## src/rtl/exe_unit_w6_core.sv

```systemverilog
// Sign-magnitude execution unit: subtract / compare / shift / bit toggle,
// with the result and a 4-bit status word registered one cycle after the inputs.
module exe_unit_w6_core #(
  parameter int BITS = 8
) (
  input  logic            i_clk,
  input  logic            i_rst,
  input  logic [BITS-1:0] in_a,
  input  logic [BITS-1:0] in_b,
  input  logic [1:0]      i_op,
  output logic [BITS-1:0] o_out,
  output logic [3:0]      o_status
);
  localparam int MW = BITS - 1;
  localparam logic [MW-1:0] MAG_MAX = '1;
  localparam logic [MW:0]   MW_V    = (MW+1)'(MW);
  localparam logic [BITS:0] BITS_V  = (BITS+1)'(BITS);

  typedef enum logic [1:0] {OP_SUB = 2'b00, OP_CMP = 2'b01, OP_SHL = 2'b10, OP_TGL = 2'b11} op_e;

  typedef struct packed {
    logic [BITS-1:0] res;
    logic [3:0]      st;   // {SINGLE, EVEN, OVF, ERR}
  } rsp_t;

  // Operands with negative zero folded onto +0
  logic [MW-1:0] mag_a, mag_b;
  logic          sgn_a, sgn_b;
  assign mag_a = in_a[MW-1:0];
  assign mag_b = in_b[MW-1:0];
  assign sgn_a = in_a[BITS-1] & (|mag_a);
  assign sgn_b = in_b[BITS-1] & (|mag_b);

  logic signed [BITS:0] val_a, val_b, diff;
  logic [BITS:0]        diff_mag;
  assign val_a    = sgn_a ? -$signed({2'b00, mag_a}) : $signed({2'b00, mag_a});
  assign val_b    = sgn_b ? -$signed({2'b00, mag_b}) : $signed({2'b00, mag_b});
  assign diff     = val_a - val_b;
  assign diff_mag = diff[BITS] ? $unsigned(-diff) : $unsigned(diff);

  // Shift in a double-width field so every bit leaving the magnitude is visible
  logic [2*MW-1:0] shl_ext;
  logic            shl_big;
  assign shl_big = {1'b0, mag_b} >= MW_V;
  assign shl_ext = {{MW{1'b0}}, mag_a} << mag_b;

  rsp_t            rsp;
  logic [BITS-1:0] r;
  logic            err, ovf;
  int              pc;

  always_comb begin
    r   = '0;
    err = 1'b0;
    ovf = 1'b0;
    unique case (op_e'(i_op))
      OP_SUB: begin
        ovf = diff_mag > {2'b00, MAG_MAX};
        r   = {diff[BITS], ovf ? MAG_MAX : diff_mag[MW-1:0]};
      end
      OP_CMP: r = BITS'(val_a > val_b);
      OP_SHL: begin
        err = in_b[BITS-1];
        if (shl_big) begin
          ovf = |mag_a;
          r   = {sgn_a, {MW{1'b0}}};
        end else begin
          ovf = |shl_ext[2*MW-1:MW];
          r   = {sgn_a, shl_ext[MW-1:0]};
        end
      end
      OP_TGL: begin
        err = {1'b0, in_b} >= BITS_V;
        r   = {sgn_a, mag_a} ^ (BITS'(1) << in_b);
      end
      default: r = '0;
    endcase
    if (r[MW-1:0] == '0) r[BITS-1] = 1'b0;
    if (err) begin
      r   = '0;
      ovf = 1'b0;
    end
    pc         = $countones(r);
    rsp.res    = r;
    rsp.st[0]  = err;
    rsp.st[1]  = ovf;
    rsp.st[2]  = ~err & ~pc[0];
    rsp.st[3]  = ~err & (pc == 1);
  end

  always_ff @(posedge i_clk or posedge i_rst) begin
    if (i_rst) begin
      o_out    <= '0;
      o_status <= '0;
    end else begin
      o_out    <= rsp.res;
      o_status <= rsp.st;
    end
  end
endmodule

```

## config.mk

```make
export PLATFORM = sky130hd
export DESIGN_NAME = exe_unit_w6_core
export DESIGN_NICKNAME = d
export VERILOG_FILES = /design/src/rtl/exe_unit_w6_core.sv
export SDC_FILE = /design/constraint.sdc
export NUM_CORES = 1
export LEC_CHECK = 0
export CAP_MARGIN = 0
export CORE_ASPECT_RATIO = 2
export CORE_MARGIN = 3
export CORE_UTILIZATION = 50
export DETAILED_ROUTE_END_ITERATION = 6
export PLACE_DENSITY = 0.74
export SLEW_MARGIN = 25
export SYNTH_ARGS = -nofsm -noshare
export SYNTH_HDL_FRONTEND = slang
export SYNTH_SLANG_ARGS = --single-unit
```

## constraint.sdc

```tcl
create_clock -name i_clk -period 1.4 [get_ports i_clk]
set_clock_uncertainty 0.1 [all_clocks]
set_input_delay 0.42 -clock i_clk [delete_from_list [all_inputs] [get_ports i_clk]]
set_output_delay 0.42 -clock i_clk [all_outputs]
set_load 0.1 [all_outputs]
```

==> summary.txt, run 1 <==
Run status
  – Outcome: stopped before the end
  – Exit stage: clock tree synthesis
  – Stop Error: [ERROR DPL-0038] Utilization greater than 100%, impossible to legalize

Synth
  – Synth Register Bits: 12
  – Mapped Avg Cell Area: about 7.7 µm²
  – Top_reg_cell synth: dfrtp_1
  – Yosys cell types: 60
  – Netlist Area Pre-Place: 0.00225 mm²
  – Synth Area in Simple Gates: 0.220
  – Post-synth ARST share: 1.00
  – Syn Nets: 333
  – Post-Synth XOR/XNOR Area: 0.0856
  – Adder-Cell Fraction of Synth Area: 0.133
  – Post-synth EDFFs: 0
  – Syn Inst Count: 292
  – Synth Area in Compound Gates: 0.301
  – Post-synthesis sequential area ratio: 0.133
  – Main combinational cell family by area after synthesis: compound AO/OA/AOI/OAI gates
  – Multiplexer share of the synthesized area: 0.0595
  – Synth warn: 0

Place
  – Detailed Place HPWL: 7540 µm
  – Worst slack, placed: -5390 ps
  – Gpl congestion: approximately 1
  – Inst Count DP: 464
  – IO buf count: 31

Clocking
  – Post-CTS Resized: between 100 and 150
  – H-tree levels: 1
  – CTS root buf: clkbuf_8
  – Clk buf depth: 2
  – Hold_buf cts: 0
  – Post-CTS Setup Repair Bufs: 41
  – # clock sinks: 12
  – CTS Buf Count: 3

Floorplan
  – Initial Util: 0.534
  – Cell Rows: 33
  – Die X: 53.4 µm
  – Die Y: 101 µm
  – Num ports: 32
Yosys cell counts (5+ instances only):
cell       n  area, µm²
clkbuf_1  14       52.6
nor2_1    20       75.1
nand2_1   19       71.3
o31ai_1    7       52.6
o211a_1    5       50.1
fa_1       5        100
o21ai_0   16       80.1
nor3_1     6       30.0
a21oi_1   14       70.1
nor4_1     7       43.8
dfrtp_1   12        300
mux2i_1   10        100
a31oi_1    5       31.3
and2_1     8       50.1
ha_1      16        200
xnor2_1   13        114
xor2_1     9       78.8
nand3_1    8       40.0
inv_1     24       90.1
stage by stage:
step | instance area (µm²) | hold slack (ps) | TNS [ps]
after floorplan | 2480 | 184 | -30170
after global placement | 3670 | 622 | -36110
after detailed placement | 3670 | 629 | -38150
cell families after synthesis:
kind of cell    count (synthesis)
buf+inv                        40
xor+xnor                       22
mux                            13
flops                          12
compound gates                 92
fa+ha+maj                      21
simple gates                   92
==> run 2: changes to the inputs <==
CORE_ASPECT_RATIO = default   (was 2)
CORE_UTILIZATION = 35   (was 50)
PLACE_DENSITY = default   (was 0.74)
PLACE_DENSITY_LB_ADDON = 0.15   (was default)
==> summary.txt, run 2 <==
Worst setup path
  – CP max FO: 4
  – Crit end category: flip-flop
  – Req. time, crit path: 1450 ps
  – Slowest CP cell: fa_1
  – Critical path class: in2reg
  – Critical Path AT: about 5900 ps
  – CP max stage delay: 550 ps
  – Setup crit start kind: primary input

GRT
  – GRT Overall Usage: 0.221
  – First-pass GRT wire length: 13400 µm
  – Antenna violations before repair: 0
  – Vias in the first global route: 2841
  – Met1 Use GR: 0.271
  – Total grt overflow: 0
  – Most used routing layer in global routing: met2
  – Grt met2 use: 0.404
  – Largest net degree at the start of global routing: 16
  – Met3 Use GR: 0.00951

Clocking
  – Clk slew on worst S/H paths: 50 ps
  – CTS root buf: clkbuf_8
  – H-tree levels: 1 (unchanged)
  – # clock sinks: 12 (unchanged)
  – CTS tree: built
  – Clk buf depth: 2 (unchanged)
  – CTS Buf Count: 3 (unchanged)

Hold path
  – Worst min path class: in2async

Floorplan
  – Core Footprint: 0.00606 mm²
  – Initial Util: 0.371 (-0.163)
  – DIE AREA: 0.00743 mm²
  – Cell Rows: 28 (-15%)
  – Num ports: 32 (unchanged)
  – Die X: 86.2 µm (+61%)
  – Die Y: 86.2 µm (-15%)

Place
  – Inst Count DP: 502 (+8.2%)
  – Detailed Place HPWL: 6380 µm (-15%)
  – Post-place instance area: 0.00381 mm² (+3.9%)
  – Worst slack, placed: -5230 ps (+167 ps)
  – IO buf count: 31 (unchanged)
  – Gpl congestion: 0.903 (-12%)

Synth
  – Most frequent cell after synthesis: inv_1
  – Yosys cell types: 60 (unchanged)
  – Synth cell count leaders: 24 x inv_1, 20 x nor2_1, 19 x nand2_1, 16 x ha_1, 16 x o21ai_0
  – Post-synthesis sequential area ratio: 0.133 (unchanged)
  – Synth warn: 0 (unchanged)
  – Top_reg_cell synth: dfrtp_1
  – Top cells by area, synth: dfrtp_1 13%, ha_1 8.9%, xnor2_1 5.1%, fa_1 4.4%, mux2i_1 4.4%
  – Syn Inst Count: 292 (unchanged)
  – Synth Register Bits: 12 (unchanged)
  – Main combinational cell family by area after synthesis: compound AO/OA/AOI/OAI gates
  – Post-synth EDFFs: 0 (unchanged)
  – Multiplexer share of the synthesized area: 0.0595 (unchanged)
  – Synth Area in Compound Gates: 0.301 (unchanged)
  – Adder-Cell Fraction of Synth Area: 0.133 (unchanged)
  – Synth Area in Simple Gates: 0.220 (unchanged)
  – Post-synth ARST share: 1.00 (unchanged)
  – Mapped Avg Cell Area: 7.71 µm² (unchanged)
  – Top cell type's share of synthesized area: 0.133 (unchanged)
  – Netlist Area Pre-Place: 0.00225 mm² (unchanged)
  – Post-Synth XOR/XNOR Area: 0.0856 (unchanged)
  – Cell taking the most area after synthesis: dfrtp_1
  – Syn Nets: 333 (unchanged)

Run status
  – Outcome: complete, but fails checks
  – Violated checks: negative setup slack

Cells and area
  – Final Instance Count excl. Fillers: 531
  – Biggest regs: o_out (8), o_status (4)
  – Most frequent cells in the layout: 129 x buf_4, 18 x buf_6, 15 x inv_1, 15 x nand2_1
  – Largest register by flop count: o_out
  – Ant. Diodes: 0
  – # nets final: between 400 and 500
  – Design area: 0.00451 mm²
  – Fraction of layout cells with a size suffix above 1: 0.590
  – Most common cell after layout, fill and taps aside: buf_4
  – Max reg flops: 8
  – Final Util: 0.745
  – Area delta synth->final: 101%

Route
  – DRC viols: 0
  – Routed Antenna Nets: 0
  – 1st-iter DRT viols: ~120
  – Vias/cell: 5.49
  – Routed len/inst: 16.4 µm
  – DRT Pass-1 Iters: 4
  – Via count: 2917
  – Routed wire length: 8700 µm

STA
  – Slew Limit Fails: 0
  – Final Cycle Share: 4.20
  – Final setup viols: 12
  – Period minus WS final: 5880 ps
  – Fin worst setup slack: -4480 ps
  – Worst slew pin tran: 521 ps
  – Fmax: 0.170 GHz
  – Hold Vio Cnt, Final: 0
  – Slew headroom: 0.651
  – Hold slack: 383 ps
  – RSZ-0062 raised after global routing: true

Power and ir drop
  – Leakage: 2.01 nW
  – Power per standard cell area: 1020 mW/mm²
  – Peak supply drop: 1.31 mV

Flow run
  – MaxCap Viol Count: 0
==> run 2: cell counts after synthesis <==
No cell type changed its count.
==> run 2: metal layers <==
| layer | vias to the layer above | routed length, µm |
|---|---|---|
| met3 | 22 | 307 |
| li1 | 1414 | - |
| met1 | 1395 | 3610 |
| met2 | 86 | 4510 |
| met4 | 0 | 276 |
| met5 | - | 0 |
==> run 2: cell type report <==
class | count | area [µm²]
Timing Repair Buffer | 175 | 1550
Clock buffer | 4 | 45.0
Sequential cell | 12 | 314
Inverter | 25 | 105
Multi-Input combinational cell | 240 | 2410
Tap cell | 75 | 93.8
Fill cell | 420 | 1550
==> run 2: worst paths after layout <==
path,start,end
setup / recovery,in_a[1],o_status[3]$_DFF_PP0_
hold / removal,i_rst,o_out[3]$_DFF_PP0_
max in group asynchronous,i_rst,o_out[4]$_DFF_PP0_
min in group i_clk,in_b[3],o_status[1]$_DFF_PP0_
==> run 2: critical path: cells and delay by family <==
kind                     cells  cell delay (ps)
adder cells (fa/ha/maj)      7             2300
AO/OA/AOI/OAI                7             1430
buffers and inverters        8              750
AND/OR/NAND/NOR              5              620
multiplexers                 1              240
XOR/XNOR                     1              150
==> run 2: logic make-up after synthesis <==
group                    Yosys count
flip-flops                        12
XOR/XNOR                          22
adder cells (fa/ha/maj)           21
AO/OA/AOI/OAI                     92
multiplexers                      13
AND/OR/NAND/NOR                   92
buffers and inverters             40
==> run 2: power breakdown <==
part,leakage (nW),switching (mW),internal (mW)
combinational,1.85,1.98,1.84
sequential,0.140,0.0439,0.413
clock,0.0228,0.119,0.200
==> run 2: what timing repair did <==
action / in CTS / in global routing
pin swaps: 48 / 52
hold buffers: 0 / 0
setup endpoints to repair: 12 / 12
resized for setup: 102 / 51
buffers inserted: 26 / 11
==> run 2: stage by stage <==
stage               setup TNS [ps]  power [mW]
floorplan                   -30170        2.21
global placement            -36750        3.39
detailed placement          -37710        3.45
CTS                         -29290        4.24
global route                -30400        4.86
finish                      -28910        4.59
No activity file was read; power rests on OpenSTA's default activity.
